--- src/rtl/floor_call_pkg.sv ---
// Shared definitions for the floor call panel: per-floor call state encoding
// and the width helper for the controller floor index.
package floor_call_pkg;

    typedef enum logic {
        CALL_IDLE    = 1'b0,
        CALL_PENDING = 1'b1
    } call_state_t;

    // Width of a floor index; a single-floor build still gets a 1-bit bus.
    function automatic int floor_w(input int num_floors);
        return (num_floors > 1) ? $clog2(num_floors) : 1;
    endfunction

endpackage

--- src/rtl/call_debounce.sv ---
// One call button: two-flop synchronizer, stability counter and debounced
// level. rise is a registered one-cycle pulse on each accepted 0->1 change.
module call_debounce #(
    parameter int DEBOUNCE_CYCLES = 8
) (
    input  logic clk,
    input  logic reset_n,
    input  logic btn,
    output logic level,
    output logic rise
);

    localparam int CNT_W = $clog2(DEBOUNCE_CYCLES + 1);
    localparam logic [CNT_W-1:0] CNT_LAST = CNT_W'(DEBOUNCE_CYCLES - 1);

    logic sync_a;
    logic sync_b;
    logic [CNT_W-1:0] stable_cnt;

    // Synchronize the raw button, then flip the level only after an unbroken
    // run of disagreeing samples; any agreeing sample restarts the run.
    always_ff @(posedge clk) begin
        if (!reset_n) begin
            sync_a     <= 1'b0;
            sync_b     <= 1'b0;
            stable_cnt <= '0;
            level      <= 1'b0;
            rise       <= 1'b0;
        end else begin
            sync_a <= btn;
            sync_b <= sync_a;
            rise   <= 1'b0;
            if (sync_b != level) begin
                if (stable_cnt == CNT_LAST) begin
                    level      <= sync_b;
                    rise       <= sync_b;
                    stable_cnt <= '0;
                end else begin
                    stable_cnt <= stable_cnt + 1'b1;
                end
            end else begin
                stable_cnt <= '0;
            end
        end
    end

endmodule

--- src/rtl/floor_call_panel.sv ---
// Floor call panel: debounces the call buttons, latches calls per floor,
// pulses req to the elevator controller and drives the call lamps. A call
// clears when the controller reports the door open at that floor.
// Optional feature macro FLOOR_CALL_RETRY_EN: unserved calls re-pulse req
// every RETRY_CYCLES cycles while pending.
module floor_call_panel
    import floor_call_pkg::*;
#(
    parameter int NUM_FLOORS      = 4,
    parameter int DEBOUNCE_CYCLES = 8,
    parameter int RETRY_CYCLES    = 64,
    localparam int FLOOR_W        = floor_w(NUM_FLOORS)
) (
    input  logic                  clk,
    input  logic                  reset_n,
    input  logic [NUM_FLOORS-1:0] btn,
    input  logic [FLOOR_W-1:0]    floor,
    input  logic                  door,
    output logic [NUM_FLOORS-1:0] req,
    output logic [NUM_FLOORS-1:0] lamp,
    output logic                  any_call
);

    logic [NUM_FLOORS-1:0] deb_level;
    logic [NUM_FLOORS-1:0] deb_rise;
    logic [NUM_FLOORS-1:0] press;
    logic [NUM_FLOORS-1:0] served;

    call_state_t           state     [NUM_FLOORS];
    call_state_t           state_nxt [NUM_FLOORS];
    logic [NUM_FLOORS-1:0] req_nxt;
    logic [NUM_FLOORS-1:0] lamp_nxt;

`ifdef FLOOR_CALL_RETRY_EN
    localparam int RETRY_W = $clog2(RETRY_CYCLES);
    localparam logic [RETRY_W-1:0] RETRY_LAST = RETRY_W'(RETRY_CYCLES - 1);

    logic [RETRY_W-1:0] retry_cnt     [NUM_FLOORS];
    logic [RETRY_W-1:0] retry_cnt_nxt [NUM_FLOORS];
`endif

    for (genvar g = 0; g < NUM_FLOORS; g++) begin : g_floor
        call_debounce #(
            .DEBOUNCE_CYCLES(DEBOUNCE_CYCLES)
        ) u_debounce (
            .clk    (clk),
            .reset_n(reset_n),
            .btn    (btn[g]),
            .level  (deb_level[g]),
            .rise   (deb_rise[g])
        );

        // A rise always coincides with a high level; the AND keeps the press
        // definition tied to the debounced level itself.
        assign press[g]  = deb_rise[g] & deb_level[g];
        // Out-of-range floor codes compare unequal to every index.
        assign served[g] = door && (floor == FLOOR_W'(g));
    end

    // Next-state for every floor; service always wins over a same-cycle press.
    always_comb begin
        for (int i = 0; i < NUM_FLOORS; i++) begin
            state_nxt[i] = state[i];
            req_nxt[i]   = 1'b0;
`ifdef FLOOR_CALL_RETRY_EN
            retry_cnt_nxt[i] = retry_cnt[i];
`endif
            case (state[i])
                CALL_IDLE: begin
                    if (press[i] && !served[i]) begin
                        state_nxt[i] = CALL_PENDING;
                        req_nxt[i]   = 1'b1;
`ifdef FLOOR_CALL_RETRY_EN
                        retry_cnt_nxt[i] = '0;
`endif
                    end
                end
                CALL_PENDING: begin
                    if (served[i]) begin
                        state_nxt[i] = CALL_IDLE;
`ifdef FLOOR_CALL_RETRY_EN
                        retry_cnt_nxt[i] = '0;
`endif
                    end else begin
`ifdef FLOOR_CALL_RETRY_EN
                        if (retry_cnt[i] == RETRY_LAST) begin
                            req_nxt[i]       = 1'b1;
                            retry_cnt_nxt[i] = '0;
                        end else begin
                            retry_cnt_nxt[i] = retry_cnt[i] + 1'b1;
                        end
`endif
                    end
                end
                default: state_nxt[i] = CALL_IDLE;
            endcase
            lamp_nxt[i] = (state_nxt[i] == CALL_PENDING);
        end
    end

    // Register call states and all outputs; any_call tracks lamp on the same edge.
    always_ff @(posedge clk) begin
        if (!reset_n) begin
            for (int i = 0; i < NUM_FLOORS; i++) begin
                state[i] <= CALL_IDLE;
`ifdef FLOOR_CALL_RETRY_EN
                retry_cnt[i] <= '0;
`endif
            end
            req      <= '0;
            lamp     <= '0;
            any_call <= 1'b0;
        end else begin
            for (int i = 0; i < NUM_FLOORS; i++) begin
                state[i] <= state_nxt[i];
`ifdef FLOOR_CALL_RETRY_EN
                retry_cnt[i] <= retry_cnt_nxt[i];
`endif
            end
            req      <= req_nxt;
            lamp     <= lamp_nxt;
            any_call <= |lamp_nxt;
        end
    end

endmodule

--- config.mk ---
export PLATFORM = sky130hd
export DESIGN_NAME = floor_call_panel
export DESIGN_NICKNAME = d
export VERILOG_FILES = /design/src/rtl/floor_call_pkg.sv /design/src/rtl/call_debounce.sv /design/src/rtl/floor_call_panel.sv
export SDC_FILE = /design/constraint.sdc
export NUM_CORES = 1
export LEC_CHECK = 0
export ABC_AREA = 0
export ABC_CLOCK_PERIOD_IN_PS = 1200
export CORE_UTILIZATION = 35
export CTS_CLUSTER_DIAMETER = 120
export DETAILED_ROUTE_END_ITERATION = 6
export GPL_ROUTABILITY_DRIVEN = 1
export MAX_ROUTING_LAYER = met4
export RECOVER_POWER = 50
export SYNTH_ARGS = -nofsm -noshare
export SYNTH_HDL_FRONTEND = slang
export SYNTH_SLANG_ARGS = --single-unit
--- constraint.sdc ---
create_clock -name clk -period 1.2 [get_ports clk]
set_input_delay 0.24 -clock clk [delete_from_list [all_inputs] [get_ports clk]]
set_output_delay 0.24 -clock clk [all_outputs]
set_load 0.02 [all_outputs]
==> reports/metrics.cfg, run 1 <==
[timing]
fin_ws_ns = 0.0408
fmax_mhz = 863
maxSlewHeadroom_pct = 83.0
worst-slew-pin-transition_ns = 0.256
finalHoldViolCount = 0
min_period_ns = 1.16
setup_viol = 0
post-route-period-util_pct = 96.6
grt_setup_unrepaired = false
skew_ns = 0.00553
drv_slew = 0

[logic_synthesis]
syn_avg_cell_area_sq_um = 10.4
seq_area_frac_synth_pct = 57.6
syn_area_sq_um = 1560
yosysUniqueCellTypes = 24
yosys.area.top_type_share_pct = 57.6
syn_nets = 164
ys.warnings.count = 0
ys_ff_latch = 45
synth_top_area_cell = dfxtp_1
synthTopCellsByArea = dfxtp_1, xor2_1, and2_1
syn-instance-count = 151

[power_and_ir_drop]
comb_power_share_pct = 3.8
leakage_nw = 0.859
swShare_pct = 19.8
vdd_drop_max_uv = 830
internal_power_mw = 1.94
totalPowerFinal_mw = 2.42
switching_power_mw = 0.478
p_clk_share_pct = 33.5
cellPowerDensity_nw_per_um2 = 1250
seq_power_share_pct = 62.7

[global_routing]
antenna_found_initial = 0
grt_pass1_vias = 1033
grt_first_pass_wirelength_um = 4110
busiest_layer = met2
overflow = 0
grt_use_met2_pct = 21.1
grt_max_degree = 36
grtUsageMet1_pct = 12.3
gr-usage-met3_pct = 5.43
grtUsageTotal_pct = 12.4

[worst_setup_path]
cp_max_fo = 1
cpPeakStageDelay_ns = 0.33
crit_arrival_ns = 0.92
worst_setup_path_start_kind = register
path_delay_family = buffers and inverters
setup.worst_path.class = reg2out
end_kind = primary output
cp_cell_sequence = dlygate4sd2_1
cp.buffers_inverters = 1
slowest_stage = dlygate4sd2_1
reg2reg_slack_ns = 0.11
required_ns = 0.96

[cells_and_area]
antenna_cells = 0
drive_above_1_share_pct = 11.7
final_nets = 193
areaGrowthSynthToFinish_pct = 23.5
fin_area_sq_um = 1930

[place]
port_buffers = 17
place_ws_ns = -0.402
gp_congestion = 0.770
placed_area_sq_um = 1860
dp_hpwl_um = 1860

[clocking]
clk_pin_slew_worst_paths_ns = 0.07
ctsHoldBuffers = 0
cts_buffers = 5
h-tree-depth = 2
cts_tree = yes
post_cts_buffers = 0
cts.path.max_buffers = 2
cts_root_buf = clkbuf_8
clkSinkCount = 45
insertion_delay_ns = 0.28

[die]
dieArea_sq_um = 4740
core-area_sq_um = 4140
rows = 23
start_util_pct = 37.7
die_w_um = 68.8
io_pins = 18
fp.dieH_um = 68.8

[drt]
wl_per_cell_um = 10.9
via_per_inst = 4.70
vias = 1076
wirelength_um = 2490
drcViolationCount = 0
drt-initial-drc-count = 23
drt_pass1_iterations = 2
ant_nets = 0

[status]
status = finished, final reports clean

[hold_path]
hp-class = reg2reg

[run]
maxCapViolCount = 0

[cells by family after synthesis]
group	share of synthesized area (%)
AO/OA/AOI/OAI	2.64
XOR/XNOR	6.72
adder cells (fa/ha/maj)	3.20
buffers and inverters	2.00
flip-flops	57.6
multiplexers	2.56
AND/OR/NAND/NOR	25.3
[registers in the layout (all words and copies together), names as in the netlist]
register / flops
req: 4
g_floor.u_debounce.stable_cnt: 16
g_floor.u_debounce.sync_a: 4
g_floor.u_debounce.sync_b: 4
state: 4
any_call: 1
g_floor.u_debounce.level: 4
lamp: 4
g_floor.u_debounce.rise: 4
[worst reg2reg max path: stages (launching register included)]
cell     delay (ns)
dfxtp_1        0.36
a21oi_1        0.18
nor2_2         0.07
o41a_1         0.37
[routing by layer]
| metal | part of all wire (%) | vias up |
|---|---|---|
| met4 | 1.2 | 0 |
| met3 | 3.9 | 4 |
| met5 | 0 | - |
| met1 | 42 | 504 |
| met2 | 53 | 16 |
| li1 | - | 552 |
[Yosys cell counts]
master	n
ha_1	4
nand2_1	6
xor2_1	12
dfxtp_1	45
nand3b_1	4
and2_2	2
o41a_1	1
a21oi_2	1
and3b_2	1
and2_1	12
nor3b_2	1
mux2i_1	4
and3_1	4
inv_1	4
nor2_1	20
nand3_1	9
a31oi_1	1
nand4b_1	3
and3b_1	1
nor3_1	5
a21oi_1	3
buf_2	1
nor2b_1	4
clkbuf_1	3
[metrics by stage]
stage | util (%) | hold slack, ns | setup TNS, ns | cells
2_1_floorplan | - | 0.367 | 0 | 151
3_3_place_gp | 44.9 | 0.415 | -2.05 | 223
3_5_place_dp | 44.9 | 0.423 | -2.96 | 223
4_1_cts | 46.6 | 0.441 | 0 | 229
5_1_grt | 46.6 | 0.457 | 0 | 229
6_report | 46.6 | 0.435 | 0 | 229
[timing repair]
action	CTS	global route
cloned	0	0
gates resized for setup	15	8
setup endpoints to repair	10	7
[power groups by stage]
stage	clock [mW]	sequential [mW]	combinational, mW
global route	0.919	1.52	0.103
CTS	0.861	1.52	0.0938
finish	0.811	1.52	0.0912
global placement	0	1.55	0.0904
detailed placement	0	1.55	0.0938
floorplan	0	1.55	0.0425
[area by class of cell]
type	count	area [sq um]
timing repair buffer	26	239
clock inverter	1	5.00
clock buffer	5	68.8
fill	377	2210
sequential	45	901
tap	50	62.6
inverter	4	15.0
multi-input combinational	98	641
[worst paths after layout]
path                                                  start       end  cells past startpoint
worst min register to register                     state[3]    req[3]                      1
worst max register to register  g_floor[0].u_debounce.level  any_call                      3
worst max-delay path                                lamp[1]   lamp[1]                      1
worst min-delay path                               state[3]    req[3]                      1
[cells in the final DEF (no fill, tap or decap), types with 2 or more instances in the layout]
cell type	instances
dfxtp_1	45
nor2_1	19
xor2_1	12
and2_1	9
nand3_1	9
clkdlybuf4s15_1	7
nand2_1	6
buf_4	6
nor3_1	5
clkbuf_8	5
and3_1	4
inv_1	4
nand3b_1	4
mux2i_1	4
nor2b_1	4
ha_1	4
clkdlybuf4s50_1	4
dlygate4sd2_1	4
a21oi_1	3
and2_0	3
nand4b_1	3
and2_2	2
clkbuf_4	2
Power figures use the tool's default switching activity.
==> run 2, diff against run 1 <==
Settings changed: CTS_CLUSTER_DIAMETER 120 to not set.
==> results of run 2 <==
The final DEF is identical to that of run 1; final timing and power are the same.
==> run 3, diff against run 2 <==
Settings changed: HOLD_SLACK_MARGIN set to 0.1, SKIP_LAST_GASP set to 1.
==> run 3 against run 2 <==
- sequential cell count did not move
- die area did not move
- combinational power barely moved
- register-to-register slack barely moved
- worst setup slack did not move
- largest cell class unchanged
- sequential power barely moved
- clock power barely moved
- routed wire length fell by 0.16%
- final cell count did not move
==> reports/metrics.cfg, run 3 (same netlist as run 1, synthesis figures left out) <==
[cells_and_area]
antenna_cells = 0  ; unchanged
top_register = g_floor.u_debounce.stable_cnt  ; unchanged
fin_cells = 229  ; unchanged
drive_above_1_share_pct = 11.7  ; unchanged
mostFrequentLayoutCell = dfxtp_1  ; unchanged
final_cell_mix = dfxtp_1, nor2_1, xor2_1  ; unchanged
largest_register_ffs = 16  ; unchanged
final_util_pct = 46.8  ; was 46.6%
fin_area_sq_um = 1940  ; was 1930 sq um
areaGrowthSynthToFinish_pct = 23.9  ; was 23.5%
final_nets = 193  ; unchanged

[worst_setup_path]
reg2reg_slack_ns = 0.11  ; about the same
end_kind = primary output  ; unchanged
worst_setup_path_start_kind = register  ; unchanged
path_delay_family = buffers and inverters  ; unchanged
path_depth = 1  ; unchanged
required_ns = 0.96  ; about the same
slowest_stage = dlygate4sd2_1  ; unchanged
worstSetupStartpoint = lamp[1]  ; unchanged
r2r_end = any_call  ; unchanged
cp_cell_sequence = dlygate4sd2_1  ; unchanged
cp_max_fo = 1  ; unchanged
crit_arrival_ns = 0.92  ; about the same
cpPeakStageDelay_ns = 0.33  ; about the same
cp.buffers_inverters = 1  ; unchanged
worstRegToRegCells = 3  ; unchanged
reg2reg_from = g_floor[0].u_debounce.level  ; unchanged
setup.worst_path.class = reg2out  ; unchanged
critPathCapture = lamp[1]  ; unchanged

[drt]
drt_pass1_iterations = 2  ; unchanged
drt-initial-drc-count = 23  ; unchanged
drcViolationCount = 0  ; unchanged
wl_per_cell_um = 10.8  ; was 10.9 um
via_per_inst = 4.70  ; unchanged
vias = 1076  ; unchanged
ant_nets = 0  ; unchanged
wirelength_um = 2480  ; was 2490 um

[global_routing]
overflow = 0  ; unchanged
grt_max_degree = 36  ; unchanged
grt_first_pass_wirelength_um = 4110  ; unchanged
grt_pass1_vias = 1033  ; unchanged
grtUsageTotal_pct = 12.4  ; unchanged
antenna_found_initial = 0  ; unchanged

[die]
io_pins = 18  ; unchanged
start_util_pct = 37.7  ; unchanged
core-area_sq_um = 4140  ; unchanged
fp.dieH_um = 68.8  ; unchanged
dieArea_sq_um = 4740  ; unchanged
die_w_um = 68.8  ; unchanged
rows = 23  ; unchanged

[power_and_ir_drop]
totalPowerFinal_mw = 2.42  ; unchanged
leakage_nw = 0.863  ; was 0.859 nW
cellPowerDensity_nw_per_um2 = 1250  ; about the same
vdd_drop_max_uv = 830  ; unchanged

[clocking]
h-tree-depth = 2  ; unchanged
post_cts_buffers = 0  ; unchanged
cts_buffers = 5  ; unchanged
cts.path.max_buffers = 2  ; unchanged
clkSinkCount = 45  ; unchanged
insertion_delay_ns = 0.28  ; about the same
cts_tree = yes  ; unchanged
cts_root_buf = clkbuf_8  ; unchanged
clk_pin_slew_worst_paths_ns = 0.07  ; about the same

[hold_path]
min_from = state[3]  ; unchanged
hp-class = reg2reg  ; unchanged

[status]
status = finished, final reports clean  ; unchanged

[timing]
setup_viol = 0  ; unchanged
drv_slew = 0  ; unchanged
maxSlewHeadroom_pct = 84.5  ; was 83.0%
tns_ns = 0  ; unchanged
min_period_ns = 1.16  ; unchanged
grt_setup_unrepaired = true  ; was false
skew_ns = 0.00553  ; unchanged
fmax_mhz = 863  ; unchanged
post-route-period-util_pct = 96.6  ; unchanged
worst-slew-pin-transition_ns = 0.233  ; was 0.256 ns
fin_ws_ns = 0.0408  ; unchanged
timing.hold.ws_ns = 0.435  ; unchanged
finalHoldViolCount = 0  ; unchanged

[place]
place_ws_ns = -0.402  ; unchanged
dp_hpwl_um = 1860  ; unchanged
dp.cells = 223  ; unchanged
port_buffers = 17  ; unchanged
gp_congestion = 0.770  ; unchanged
placed_area_sq_um = 1860  ; unchanged

[run]
maxCapViolCount = 0  ; unchanged

==> run 3: timing repair <==
action                     in CTS  in global routing
setup endpoints to repair      10                  8
resized for setup              14                  8
hold buffers                    0                  0
==> run 3: cell type report <==
type / count / area [sq um]
Inverter: 4 / 15.0
Clock buffer: 5 / 68.8
Tap cell: 50 / 62.6
Multi-Input combinational cell: 98 / 641
Timing Repair Buffer: 26 / 245
Clock inverter: 1 / 5.00
Sequential cell: 45 / 901
Fill cell: 375 / 2210
==> run 3: how the worst min path moves through the flow <==
stage / endpoint / slack [ns] / depth (start not counted)
after CTS: req[3] / 0.44 / 1
after global placement: req[3] / 0.42 / 1
after global routing: req[3] / 0.46 / 1
final: req[3] / 0.44 / 1
after detailed placement: g_floor[0].u_debounce.sync_b / 0.42 / 1
after floorplan: g_floor[0].u_debounce.sync_a / 0.37 / 1
==> run 3: power by group <==
group | switching [mW] | internal (mW)
sequential | 0.00879 | 1.51
clock | 0.429 | 0.383
combinational | 0.0408 | 0.0503
==> run 3: per-layer routing <==
| layer | global-route usage [%] | share of wire [%] |
|---|---|---|
| met5 | - | 0 |
| met4 | 5.36 | 1.2 |
| met3 | 5.43 | 3.7 |
| met2 | 21.1 | 53 |
| met1 | 12.3 | 42 |
==> variant 1 (flow settings as in run 3) <==
Set the parameter `NUM_FLOORS` to 8 (it was 4).
--- a/src/rtl/floor_call_panel.sv
+++ b/src/rtl/floor_call_panel.sv
@@ -6,7 +6,7 @@
 module floor_call_panel
     import floor_call_pkg::*;
 #(
-    parameter int NUM_FLOORS      = 4,
+    parameter int NUM_FLOORS      = 8,
     parameter int DEBOUNCE_CYCLES = 8,
     parameter int RETRY_CYCLES    = 64,
     localparam int FLOOR_W        = floor_w(NUM_FLOORS)
Interface: changed (resized btn, floor, lamp and req); port bits go from 18 to 31. The function was not compared with the original's and may differ.
==> variant 1 against run 3 <==
The flow now finishes with violations (negative setup slack); critical path depth up 3; area after synthesis up 90%; sequential cell count up 38; wire length up 110%; setup slack worse by 81 ps; cell area up 91%; power up 100%; highest routed layer unchanged.
==> variant 1: results (changes against run 3) <==
Run status
  • Status: finished, violations left
  • Failing checks: negative setup slack

Power and ir drop
  • Sw frac: 22.2% (+2.4 points)
  • VDD IR max: 0.000504 V (-39%)
  • Static Leak: 1.66 nW (+93%)

Route
  • Iter 0 DRT Violations: 71 (+210%)
  • WL per Instance: 10.9 µm (+0.54%)
  • Vias: 2,147 (+100%)
  • Router iterations before antenna repair: 4 (+2)

Final layout
  • Diode count: 0 (unchanged)
  • Layout cells sized above 1: 18.1% (+6.4 points)
  • Layout Nets: 381 (+97%)
  • Max reg flops: 32 (+16)
  • Layout Cells excl Fill: 469 (+100%)
  • Fillers: 815 (+120%)

Synthesis
  • Register area share after synthesis: 55.8% (-1.8 points)
  • XOR/XNOR share of the synthesized area: 7.06% (+0.34 points)
  • Avg Inst Size Synth: 9.93 µm² (-4.2%)
  • Commonest cells post-synth: 83 x dfxtp_1, 41 x nor2_1, 24 x xor2_1
  • Mux cell area share after synthesis: 2.69% (+0.13 points)
  • Synth Area in Compound Gates: 4.92% (+2.3 points)
  • Post-synthesis net count: 322 (+96%)
  • Synth top area cells: dfxtp_1 56%, xor2_1 7.1%, nor2_1 5.2%, and2_1 3.4%, ha_1 3.4%
  • Adder-cell area share of the yosys netlist: 3.36% (+0.16 points)

GRT
  • Global-route usage over all layers: 13.7% (+1.3 points)
  • Vias in the first global route: 2,039 (+97%)
  • First-pass GRT wire length: 9.03 mm (+120%)
  • Largest net degree at the start of global routing: 25 (-31%)

Placement
  • I/O Buffers: 30 (+13)
  • Dpl cells: 452 (+100%)
  • GPL Wtd Cong: 0.818 (+6.3%)
  • Worst slack, placed: -571 ps (-168 ps)
  • Post-DP HPWL: 3.70 mm (+99%)

Setup path
  • Worst-path cell with the longest stage delay: a311o_1
  • FF-to-FF Start: g_floor[3].u_debounce.level
  • Worst-path maximum fanout: 3 (+2)
  • CP arrival: 1470 ps (+550 ps)
  • Delay-heaviest family, CP: compound AO/OA/AOI/OAI gates
  • Worst Reg2Reg Path Length in Cells: 4 (+1)

Hold path
  • Hold_sp: lamp[3]

CTS
  • CTS Buf Count: 9 (+4)
  • Htree depth: 3 (+1)
  • Clk Latency, worst-skew pair: 340 ps (+60 ps)

STA
  • Final setup violation count: 1 (+1)
  • Worst setup margin: -39.7 ps (-80.5 ps)
  • Worst slew pin tran: 413 ps (+180 ps)
  • Worst Skew: 9.78 ps (+4.25 ps)
variant 1: stage by stage:
stage | hold WS (ps) | util, % | instance area (µm²) | TNS, ps
finish | 417 | 45.0 | 3690 | -39.7
floorplan | 367 | - | 2980 | 0
global route | 438 | 45.0 | 3690 | -432
global placement | 413 | 43.2 | 3550 | -18480
CTS | 417 | 45.7 | 3760 | -80.2
detailed placement | 413 | 43.2 | 3550 | -18620
variant 1: power groups by stage:
stage | registers, mW | clock network [mW] | logic [mW]
floorplan | 2.86 | 0 | 0.104
global placement | 2.87 | 0 | 0.198
detailed placement | 2.87 | 0 | 0.199
CTS | 2.80 | 2.02 | 0.198
global route | 2.81 | 2.16 | 0.215
finish | 2.80 | 1.94 | 0.190
variant 1: repair_timing:
action / CTS / global route
pin swaps: 3 / 0
setup buffers: 1 / 0
resized for setup: 66 / 9
setup endpoints to repair: 22 / 9
variant 1: worst max-delay path by stage:
stage	start	end	slack [ps]	depth (start not counted)
after floorplan	lamp[3]	any_call	2	4
after global placement	floor[0]	any_call	-550	5
after detailed placement	floor[0]	any_call	-570	5
after CTS	g_floor[3].u_debounce.rise	any_call	-50	4
after global routing	g_floor[3].u_debounce.level	any_call	-130	4
final	g_floor[3].u_debounce.level	any_call	-40	4
variant 1: layer usage:
| layer | share of wire, % | routed length (µm) | track usage, % |
|---|---|---|---|
| met5 | 0 | 0 | - |
| met4 | 1.7 | 86 | 6.15 |
| met3 | 4.6 | 237 | 3.88 |
| met2 | 46 | 2340 | 20.6 |
| met1 | 48 | 2450 | 17.1 |
variant 1: cells by family (layout without fill, tap and decap cells):
kind of cell | count (synthesis) | in the layout
XOR/XNOR | 24 | 24
multiplexers | 8 | 8
flip-flops | 83 | 83
adder cells (fa/ha/maj) | 8 | 8
buffers and inverters | 18 | 82
AO/OA/AOI/OAI | 22 | 22
AND/OR/NAND/NOR | 137 | 137
variant 1: cell type report:
type	instances	area [µm²]	share of cell area [%]
Sequential cell	83	1660	45.0
Tap cell	105	131	3.56
Clock inverter	6	66.3	1.79
Timing Repair Buffer	57	419	11.3
Clock buffer	10	128	3.45
Inverter	9	35.0	0.948
Multi-Input combinational cell	199	1250	33.9
==> variant 2 (flow settings as in run 3) <==
Made on the original files. Add an input register stage for `btn`, `floor` and `door`, cleared by the reset; this delays them by one clock. Comments in the files are not updated.
--- a/src/rtl/floor_call_panel.sv
+++ b/src/rtl/floor_call_panel.sv
@@ -20,6 +20,22 @@
     output logic [NUM_FLOORS-1:0] lamp,
     output logic                  any_call
 );
+
+    logic [NUM_FLOORS-1:0] btn_q;
+    logic [FLOOR_W-1:0] floor_q;
+    logic door_q;
+
+    always_ff @(posedge clk) begin
+        if (!reset_n) begin
+            btn_q   <= '0;
+            floor_q <= '0;
+            door_q  <= '0;
+        end else begin
+            btn_q   <= btn;
+            floor_q <= floor;
+            door_q  <= door;
+        end
+    end
 
     logic [NUM_FLOORS-1:0] deb_level;
     logic [NUM_FLOORS-1:0] deb_rise;
@@ -45,7 +61,7 @@
         ) u_debounce (
             .clk    (clk),
             .reset_n(reset_n),
-            .btn    (btn[g]),
+            .btn    (btn_q[g]),
             .level  (deb_level[g]),
             .rise   (deb_rise[g])
         );
@@ -54,7 +70,7 @@
         // definition tied to the debounced level itself.
         assign press[g]  = deb_rise[g] & deb_level[g];
         // Out-of-range floor codes compare unequal to every index.
-        assign served[g] = door && (floor == FLOOR_W'(g));
+        assign served[g] = door_q && (floor_q == FLOOR_W'(g));
     end
 
     // Next-state for every floor; service always wins over a same-cycle press.
Behaviour: no difference found for any inputs over 10 cycles, from zero or initial values and one cycle with reset_n low; that may be too few to reach the edited logic, so the function may still have changed.
==> variant 2 against run 3 <==
Cell area increased by 14%; sequential cell count increased by 7; via count increased by 5.8%; clock skew increased by 2.4 ps; power increased by 28%; register-to-register slack got worse by 90 ps; wire length increased by 5.2%; area after synthesis increased by 12%; largest cell class unchanged; setup slack got worse by 23 ps; non-clock buffer count increased by 1.
==> variant 2: results (changes against run 3) <==
Run status
  • Status: finished clean

CTS
  • Clk Latency, worst-skew pair: 290 ps
  • Root buf cell: clkbuf_8
  • Clock transition at the registers of the reported paths: 90 ps (+20 ps)

GRT
  • Largest net degree at the start of global routing: 19 (-47%)
  • First-pass GRT wire length: 4.77 mm (+16%)
  • M1 GR Usage: 12.7% (+0.44 points)
  • Routing usage on met3: 3.04% (-2.4 points)
  • Global-route usage over all layers: 12.3% (-0.13 points)
  • Grt met2 use: 21.2% (+0.067 points)
  • Vias in the first global route: 1,166 (+13%)

Placement
  • Worst slack, placed: -101 ps (+302 ps)
  • GPL Wtd Cong: 0.779 (+1.2%)
  • Post-DP HPWL: 1.98 mm (+6.5%)

STA
  • Min cycle time layout: 1180 ps (+22.6 ps)
  • Worst Skew: 7.97 ps (+2.45 ps)

Synthesis
  • Post-synthesis net count: 178 (+8.5%)
  • Count of different cell masters after synthesis: 23 (-4.2%)
  • Synth Instances: 165 (+9.3%)
  • Commonest cells post-synth: 52 x dfxtp_1, 20 x nor2_1, 19 x and2_1
  • Register area share after synthesis: 59.6% (+2.0 points)
  • Synth top area cells: dfxtp_1 60%, and2_1 6.8%, xor2_1 6.0%, nor2_1 4.3%, ha_1 2.9%

Route
  • WL per Instance: 9.94 µm (-8.4%)
  • Vias: 1,138 (+5.8%)
  • Iter 0 DRT Violations: 64 (+180%)
  • Router iterations before antenna repair: 4 (+2)

Final layout
  • Layout cells sized above 1: 15.3% (+3.6 points)
  • Largest Register: g_floor.u_debounce.stable_cnt
  • Layout Nets: 208 (+7.8%)

Floorplan
  • # rows: 25 (+8.7%)

Power and ir drop
  • Static Leak: 0.971 nW (+13%)
  • Internal power: 2.54 mW (+31%)
  • Clock power share: 40.3% (+6.8 points)
  • VDD IR max: 0.000796 V (-4.0%)
  • Seq power: 1.76 mW (+16%)

Setup path
  • Worst-path maximum fanout: 5 (+4)
  • CP arrival: 1360 ps (+440 ps)
## variant 2: cell types whose count changed after synthesis, sizes merged
cell	before	now
and2	14	21
buf	1	0
clkbuf	3	4
dfxtp	45	52
## variant 2: path summary, 6_finish.rpt
| check | end | startpoint | depth (start not counted) |
|---|---|---|---|
| min | g_floor[0].u_debounce.sync_b | g_floor[0].u_debounce.sync_a | 1 |
| max | any_call | floor_q[0] | 3 |
| max reg2reg | any_call | floor_q[0] | 3 |
| min reg2reg | g_floor[0].u_debounce.sync_b | g_floor[0].u_debounce.sync_a | 1 |
## variant 2: stage by stage
stage	total power [mW]	area (µm²)	hold WS, ps
2_1_floorplan	1.84	1750	367
3_3_place_gp	1.88	2050	413
3_5_place_dp	1.89	2050	418
4_1_cts	3.13	2180	435
5_1_grt	3.21	2200	449
6_report	3.10	2200	436
## variant 2: layout make-up
class                   instances  area (µm²)
fillers                       472        2550
flip-flops and latches         52        1050
multi-input cells             105         689
repair buffers                 27         236
clock buffers                   7        96.3
well taps                      67        83.8
clock inverters                 1        30.0
inverters                       4        15.0
## variant 2: kinds of logic after synthesis
family	share of synthesized area, %
and+or+nand+nor	25.1
buffers and inverters	1.72
AOI/OAI and AO/OA	2.36
muxes	2.29
xor gates and xnor gates	6.02
adders and majority gates	2.87
DFF	59.6
## variant 2: routing by layer
layer | vias to the layer above | part of all wire, %
li1 | 600 | -
met1 | 516 | 46
met2 | 17 | 49
met3 | 5 | 3.5
met4 | 0 | 2.0
met5 | - | 0
## variant 2: what timing repair did
| action | CTS | global route |
|---|---|---|
| setup endpoints to repair | 10 | 7 |
| gates resized for setup | 12 | 13 |
| setup buffers | 1 | 1 |
| pin swaps | 0 | 1 |
## variant 2: worst max-delay path: stages, from the launching register on
cell and delay (ps):
dfxtp_4 370, and3b_2 230, nor2_1 70, o41a_1 400
